<file path="config.mk">
export PLATFORM = sky130hd
export DESIGN_NAME = gtxe2_chnl_rx_sync_ctrl
export DESIGN_NICKNAME = d
export VERILOG_FILES = /design/src/rtl/gtxe2_chnl_rx_sync_ctrl.sv
export SDC_FILE = /design/constraint.sdc
export NUM_CORES = 1
export LEC_CHECK = 0
export CORE_MARGIN = 8
export CORE_UTILIZATION = 45
export DETAILED_ROUTE_END_ITERATION = 10
export PLACE_DENSITY = 0.72
export RECOVER_POWER = 25
export SLEW_MARGIN = 25
export SYNTH_ARGS = -nofsm -noshare
export SYNTH_HDL_FRONTEND = slang
export SYNTH_SLANG_ARGS = --single-unit
export TNS_END_PERCENT = 100
</file>
<file path="constraint.sdc">
create_clock -name clk -period 2.85 [get_ports clk]
set_clock_uncertainty 0.05 [all_clocks]
set_input_delay 0.4275 -clock clk [delete_from_list [all_inputs] [get_ports clk]]
set_output_delay 0.4275 -clock clk [all_outputs]
set_load 0.01 [all_outputs]
</file>
<file path="src/rtl/gtxe2_chnl_rx_sync_ctrl.sv">
// ---------------------------------------------------------------------------
// gtxe2_chnl_rx_sync_ctrl
//
// Receive-side synchronisation controller for a GTXE2-style channel. It
// enables comma alignment, waits for a run of clean aligned words, and then
// declares sync. Once in sync it uses a leaky error counter: errors raise the
// count, and long clean runs forgive errors. Loss of alignment, too many
// errors or electrical idle drop the link out of sync. If alignment never
// succeeds, the RX polarity is flipped on a timeout.
//
// Ports
//   clk               RX user clock (single clock domain)
//   rst_n             asynchronous active-low reset
//   rx_elecidle       electrical idle from the OOB detector (highest priority)
//   rx_byteisaligned  aligner lock status
//   rx_disperr[7:0]   per-byte disparity error, lanes >= BYTES ignored
//   rx_notintable[7:0] per-byte not-in-table flag, lanes >= BYTES ignored
//   rx_pcommaalignen  plus-comma align enable   (registered)
//   rx_mcommaalignen  minus-comma align enable  (registered)
//   rx_commadeten     comma detect enable       (registered)
//   rx_polarity       RX polarity invert        (registered)
//   sync_ok           link in sync              (registered)
//   state[1:0]        IDLE=0, ALIGN=1, SYNC=2   (registered)
//   loss_count[7:0]   saturating count of exits from SYNC
// ---------------------------------------------------------------------------
module gtxe2_chnl_rx_sync_ctrl #(
    parameter int BYTES         = 4,
    parameter int ACQ_CYCLES    = 4,
    parameter int ERR_LIMIT     = 4,
    parameter int GOOD_RUN      = 16,
    parameter int ALIGN_TIMEOUT = 1024
) (
    input  logic       clk,
    input  logic       rst_n,
    input  logic       rx_elecidle,
    input  logic       rx_byteisaligned,
    input  logic [7:0] rx_disperr,
    input  logic [7:0] rx_notintable,
    output logic       rx_pcommaalignen,
    output logic       rx_mcommaalignen,
    output logic       rx_commadeten,
    output logic       rx_polarity,
    output logic       sync_ok,
    output logic [1:0] state,
    output logic [7:0] loss_count
);

    typedef enum logic [1:0] {
        ST_IDLE  = 2'd0,
        ST_ALIGN = 2'd1,
        ST_SYNC  = 2'd2
    } state_t;

    localparam int AW = $clog2(ACQ_CYCLES + 1);
    localparam int TW = (ALIGN_TIMEOUT > 1) ? $clog2(ALIGN_TIMEOUT) : 1;
    localparam int EW = $clog2(ERR_LIMIT + 1);
    localparam int GW = $clog2(GOOD_RUN + 1);

    localparam logic [AW-1:0] ACQ_LAST  = AW'(ACQ_CYCLES - 1);
    localparam logic [TW-1:0] TMO_LAST  = TW'(ALIGN_TIMEOUT - 1);
    localparam logic [EW-1:0] ERR_MAX   = EW'(ERR_LIMIT);
    localparam logic [GW-1:0] GOOD_LAST = GW'(GOOD_RUN - 1);
    localparam logic [7:0]    LANE_MASK = 8'((16'd1 << BYTES) - 16'd1);

    state_t        state_q, state_d;
    logic [AW-1:0] acq_q, acq_d;
    logic [TW-1:0] timer_q, timer_d;
    logic [EW-1:0] errc_q, errc_d;
    logic [GW-1:0] good_q, good_d;
    logic          pol_d;
    logic [7:0]    loss_d;
    logic          err;
    logic          qual;

    // Only the active lanes contribute to the decoder error.
    assign err  = |((rx_disperr | rx_notintable) & LANE_MASK);
    assign qual = rx_byteisaligned & ~err;

    assign state = state_q;

    // Next-state and counter update. Entry/exit side effects are applied
    // after the per-state logic so every path into ALIGN or SYNC starts
    // with clean counters and every exit from SYNC is counted once.
    always_comb begin
        state_d = state_q;
        acq_d   = acq_q;
        timer_d = timer_q;
        errc_d  = errc_q;
        good_d  = good_q;
        pol_d   = rx_polarity;
        loss_d  = loss_count;

        if (rx_elecidle) begin
            state_d = ST_IDLE;
        end else begin
            case (state_q)
                ST_IDLE: begin
                    state_d = ST_ALIGN;
                end
                ST_ALIGN: begin
                    // Acquisition wins over a simultaneous timeout.
                    if (qual && acq_q == ACQ_LAST) begin
                        state_d = ST_SYNC;
                    end else if (timer_q == TMO_LAST) begin
                        pol_d   = ~rx_polarity;
                        timer_d = '0;
                        acq_d   = '0;
                    end else begin
                        timer_d = timer_q + TW'(1);
                        acq_d   = qual ? acq_q + AW'(1) : '0;
                    end
                end
                ST_SYNC: begin
                    if (err) begin
                        errc_d = errc_q + EW'(1);
                        good_d = '0;
                        if (errc_d == ERR_MAX) begin
                            state_d = ST_ALIGN;
                        end
                    end else if (good_q == GOOD_LAST) begin
                        good_d = '0;
                        if (errc_q != '0) begin
                            errc_d = errc_q - EW'(1);
                        end
                    end else begin
                        good_d = good_q + GW'(1);
                    end
                    if (!rx_byteisaligned) begin
                        state_d = ST_ALIGN;
                    end
                end
                default: begin
                    state_d = ST_IDLE;
                end
            endcase
        end

        if (state_d == ST_ALIGN && state_q != ST_ALIGN) begin
            acq_d   = '0;
            timer_d = '0;
        end
        if (state_d == ST_SYNC && state_q != ST_SYNC) begin
            errc_d = '0;
            good_d = '0;
        end
        if (state_q == ST_SYNC && state_d != ST_SYNC && loss_count != 8'hFF) begin
            loss_d = loss_count + 8'd1;
        end
    end

    // Enables and sync_ok are decoded from the next state and registered,
    // so they always line up with the registered state output.
    always_ff @(posedge clk or negedge rst_n) begin
        if (!rst_n) begin
            state_q          <= ST_IDLE;
            acq_q            <= '0;
            timer_q          <= '0;
            errc_q           <= '0;
            good_q           <= '0;
            rx_polarity      <= 1'b0;
            loss_count       <= 8'd0;
            rx_pcommaalignen <= 1'b0;
            rx_mcommaalignen <= 1'b0;
            rx_commadeten    <= 1'b0;
            sync_ok          <= 1'b0;
        end else begin
            state_q          <= state_d;
            acq_q            <= acq_d;
            timer_q          <= timer_d;
            errc_q           <= errc_d;
            good_q           <= good_d;
            rx_polarity      <= pol_d;
            loss_count       <= loss_d;
            rx_pcommaalignen <= (state_d == ST_ALIGN);
            rx_mcommaalignen <= (state_d == ST_ALIGN);
            rx_commadeten    <= (state_d != ST_IDLE);
            sync_ok          <= (state_d == ST_SYNC);
        end
    end

endmodule

</file>
# Word-level counts from Yosys, hierarchy flattened
# Index checks and enable logic that the tools add are counted.
# op_classes
reduce_logical,17
mux,28
bitwise,6
add_sub_neg,6
n_eq_ne,15
# ops
op,count
$mux 10,5
$mux 3,12
$mux 5,5
$add 10x1->10 const B,1
$eq 10x10->1 const B,1
$mux 2,5
$reduce_bool 3->1,3
$add 8x1->8 const B,1
$ne 2x1->1 const B,4
$ne 8x8->1 const B,1
$reduce_and 4->1,2
$add 3x1->3 const B,2
$pmux 2 s3,1
$reduce_bool 2->1,3
$add 5x1->5 const B,1
$eq 5x4->1 const B,1
$logic_and 1x1->1,5
$eq 2x1->1 const B,2
$eq 2x2->1 const B,2
$ne 2x2->1 const B,2
$not 1->1,4
$or 4x4->4,1
$reduce_or 4->1,1
$eq 3x2->1 const B,1
6 further kinds,6
# word_totals
out_inout_bits,15
regBits,35

# Logic depth before layout (Yosys ltp)
# depth
word_depth,12
mapped_depth,7

# Least setup slack after synthesis
# OpenSTA, ideal clock, no wires.
# synth_timing
path_kind,reg2reg
start,register errc_q[0]
end,register loss_count[1]
required_time_ns,2.672
arrival_time_ns,1.816
n_path_buf,0
path_stages_with_launch,7
path_slack_ns,0.856
setup_time_ns,0.128
path_cell_list,dfrtp_1 ha_1 ha_1 nand2b_1 a221oi_4 nand2b_1 mux2_1
# synth_between
elab_chain_cells,10
# synth_lines
item,line,source
"start, declared",68,"logic [EW-1:0] errc_q, errc_d;"
"start signal, assigned",170,errc_q <= errc_d;
$add 3x1->3,115,errc_d = errc_q + EW'(1);
$eq 3x3->1,117,if (errc_d == ERR_MAX) begin
$mux 2,117,
$mux 2,114,if (err) begin
$mux 2,128,if (!rx_byteisaligned) begin
$pmux 2 s3,96,case (state_q)
$mux 2,93,if (rx_elecidle) begin
named net state_d[1],65,"state_t state_q, state_d;"
$ne 2x2->1,146,if (state_q == ST_SYNC && state_d != ST_SYNC && loss_count != 8'hFF) begin
$logic_and 1x1->1 (2 in a row),146,
"end signal, assigned",173,loss_count <= loss_d;
"end, declared",45,output logic [7:0] loss_count
# The timed path passes the listed nets, and every way through them passes these cells.
# A chain may end at the register's enable or synchronous reset.

# Worst setup path after layout
# layout_timing
start,input rx_notintable[3]
end,register loss_count[1]
# layout_between
elab_chain_cells,11
# layout_lines
item,line,source
"start, declared",38,"input logic [7:0] rx_notintable,"
$or 4x4->4 (*),76,assign err = |((rx_disperr | rx_notintable) & LANE_MASK);
$reduce_or 4->1 (*),76,
$not 1->1,77,assign qual = rx_byteisaligned & ~err;
$and 1x1->1,77,
$logic_and 1x1->1,102,if (qual && acq_q == ACQ_LAST) begin
$mux 2,102,
$pmux 2 s3 (*),96,
$mux 2 (*),93,
named net state_d[1],65,
$ne 2x2->1 (*),146,
$logic_and 1x1->1 (*) (2 in a row),146,
# The timed path passes the listed nets; every way through them passes the cells marked *.

==> flow_summary.toml <==
[layout]
n_antenna_cell = 0
multi_input_area_sq_um = 955
fin_nets = 251
regArea_sq_um = 876
drive_above_1_share = 0.108
syn2layout_area_growth_pct = 22.5
num-fill-cells = 372
design_area_sq_mm = 0.00230
stdcell_count = 272

[detailed_routing]
via_per_inst = 5.38
drt-wirelength-per-cell_um = 14.3
drt_pass1_iterations = 4
drc_errors = 0
wl_mm = 3.90
vias = 1464
drt_iter0_drc = 81
antenna_left = 0

[worst_setup_path]
crit_chain = "clkdlybuf4s50_1 -> nor4_2 -> nand2_1 -> a221oi_4 -> nand2b_1 -> mux2_1"
crit_required_ns = 2.97
endpoint = "loss_count[1]"
cpLargestDelayFamily = "simple AND/OR/NAND/NOR gates"
worst-path-stages = 6
r2r-end = "loss_count[5]"
r2r_cells = 6
reg2reg_from = "loss_count[0]"
crit_type = "in -> reg"
worstPathArrival_ns = 2.33
critical_path_buf_inv_count = 1
crit_fanout = 5
reg2reg_slack_ns = 0.81
critPathSlowestCell = "clkdlybuf4s50_1"
slowest_delay_ns = 0.41
worst_setup_path_start_kind = "primary input"
worstSetupEndpointType = "flop"
crit_start = "rx_notintable[3]"

[synthesis]
synth-warning-count = 0
ys_ff_latch = 35
ys_types = 47
async_flop_share = 1.00
synth_area_leaders = "dfrtp_1 47%, ha_1 6.0%, nand2_1 4.2%"
yosysSeqAreaShare = 0.466
synth_edf_count = 0
avgSynthCellArea_sq_um = 9.99
syn_inst = 188
synth_top_cell_by_area = "dfrtp_1"
ys.flop_type = "dfrtp_1"
syn_area_sq_mm = 0.00188
syn_nets = 217
synth_top_area_frac = 0.466

[clock_tree]
numCtsBuffers = 5
cts_buffer_depth = 2
root_buffer = "clkbuf_8"
clock_latency_ns = 0.29
cts.repair.resized = 0
clk_pin_slew_ns = 0.07
cts.hold.buffers_added = 0
htree_levels = 2
cts.sinks = 35
cts_tree = "built"
cts_setup_buffers = 0

[die]
row_count = 23
core_sq_mm = 0.00400
pin_count = 35
die-area_sq_mm = 0.00650
dieWidth_um = 80.6
initial_core_util = 0.470
die_h_um = 80.6

[timing]
worst_pin_slew_ns = 0.468
fin_crit_ns = 2.21
final.setup.worst_slack_ns = 0.642
drv_slew = 0
rsz0062_at_grt = "false"
timing.final.crit_share = 0.775
setup_viol = 0
fmax_ghz = 0.453
max_slew_margin = 0.687
tns_ns = 0
finalHoldViolations = 0

[global_routing]
grt.overflow.total = 0
grt_pass1_vias = 1372
antenna_found_initial = 0
grt_pass1_wl_mm = 6.64
grt_util_all_layers = 0.130
grt_max_degree = 36

[power_and_ir_drop]
powerDensity_mw_per_mm2 = 427
total_leakage_power_nw = 0.973
power_mw = 0.983
irDropWorstVdd_uv = 280

[place]
hpwl_mm = 2.96
preCtsSetupSlack_ns = 0.317
io_buffers = 26
dp.cells = 265
place_congestion = 0.816
placed_cell_area_sq_mm = 0.00221

[outcome]
outcome = "complete, no violations"

[worst_hold_path]
min_path_type = "reg -> reg"

[run]
cap_violations = 0
==> cell usage after synthesis (2+ instances only) <==
cell      count
dfrtp_1      35
nand2_1      21
nand3_1      13
nor2_1       12
ha_1          9
nor3_1        9
xor2_1        9
a21oi_1       7
o21ai_0       7
inv_1         6
nand2b_1      5
o21ai_1       4
or3_1         4
nand4_1       3
o32ai_1       3
a31o_2        2
and3_1        2
buf_2         2
buf_4         2
mux2_2        2
nor2b_1       2
nor4_2        2
o31ai_1       2
xnor2_1       2
==> worst reg2reg max path, stage by stage, from the launching register on <==
cell and delay, ns:
dfrtp_1 0.42, ha_1 0.23, and3_1 0.21, a31oi_1 0.40, nand4_1 0.24, nor3_1 0.26
xor2_1 0.16
==> per-stage QoR <==
stage               utilization  hold slack [ns]
floorplan                     -           0.0819
global placement          0.553            0.409
detailed placement        0.553            0.413
CTS                       0.575            0.427
global route              0.575            0.453
finish                    0.575            0.424
==> cells in the final DEF (no fill, tap or decap), types with 2 or more instances in the layout <==
cell type and instances:
a21oi_1 7, a31o_2 2, and3_1 2, buf_4 5, clkbuf_8 6, clkdlybuf4s50_1 25, dfrtp_1 35, ha_1 9
inv_1 6, mux2_2 2, nand2_1 21, nand2b_1 5, nand3_1 13, nand4_1 3, nor2_1 12, nor2b_1 2
nor3_1 9, nor4_2 2, o21ai_0 7, o21ai_1 4, o31ai_1 2, o32ai_1 3, or3_1 4, xnor2_1 2
xor2_1 9
==> layout make-up <==
cell class / count / area share
multi-input combinational: 143 / 0.415
sequential: 35 / 0.381
timing repair buffer: 31 / 0.129
clock buffer: 6 / 0.0359
tap: 50 / 0.0272
inverter: 6 / 0.00979
clock inverter: 1 / 0.00218
==> sequential cells by signal, summed over array words and instances (netlist names) <==
| register | flops |
|---|---|
| loss_count | 8 |
| state | 2 |
| acq_q | 3 |
| timer_q | 10 |
| rx_polarity | 1 |
| rx_mcommaalignen | 1 |
| rx_commadeten | 1 |
| sync_ok | 1 |
| errc_q | 3 |
| good_q | 5 |
==> worst min-delay path by stage <==
stage,start,endpoint,slack (ns),cells after the start
detailed placement,rx_polarity,rx_polarity,0.41,1
global route,rx_polarity,rx_polarity,0.45,1
global placement,rx_polarity,rx_polarity,0.41,1
floorplan,rst_n,acq_q[0],0.08,0
finish,rx_polarity,rx_polarity,0.42,1
CTS,rx_polarity,rx_polarity,0.43,1
==> layer usage <==
metal / global-route usage / vias up / share of wire
met3: 0.0402 / 5 / 0.030
met5: 0 / - / 0
li1: - / 749 / -
met4: 0.0527 / 0 / 0.015
met2: 0.199 / 16 / 0.48
met1: 0.165 / 694 / 0.48
==> cells by family (layout without fill, tap and decap cells) <==
family | after synthesis | after routing | synth area share
DFF | 35 | 35 | 0.466
AOI/OAI and AO/OA | 36 | 36 | 0.140
xor gates and xnor gates | 11 | 11 | 0.0513
buffers and inverters | 10 | 44 | 0.0253
muxes | 4 | 4 | 0.0233
and+or+nand+nor | 83 | 83 | 0.234
adders and majority gates | 9 | 9 | 0.0600
==> power by group <==
part           leakage, nW  switching (mW)  internal (mW)  total, mW
sequential           0.445          0.0175          0.510      0.528
clock               0.0470           0.163          0.189      0.353
combinational        0.481          0.0538         0.0489      0.103
total                0.973           0.235          0.748      0.983
No activity file was read; power rests on OpenSTA's default activity.
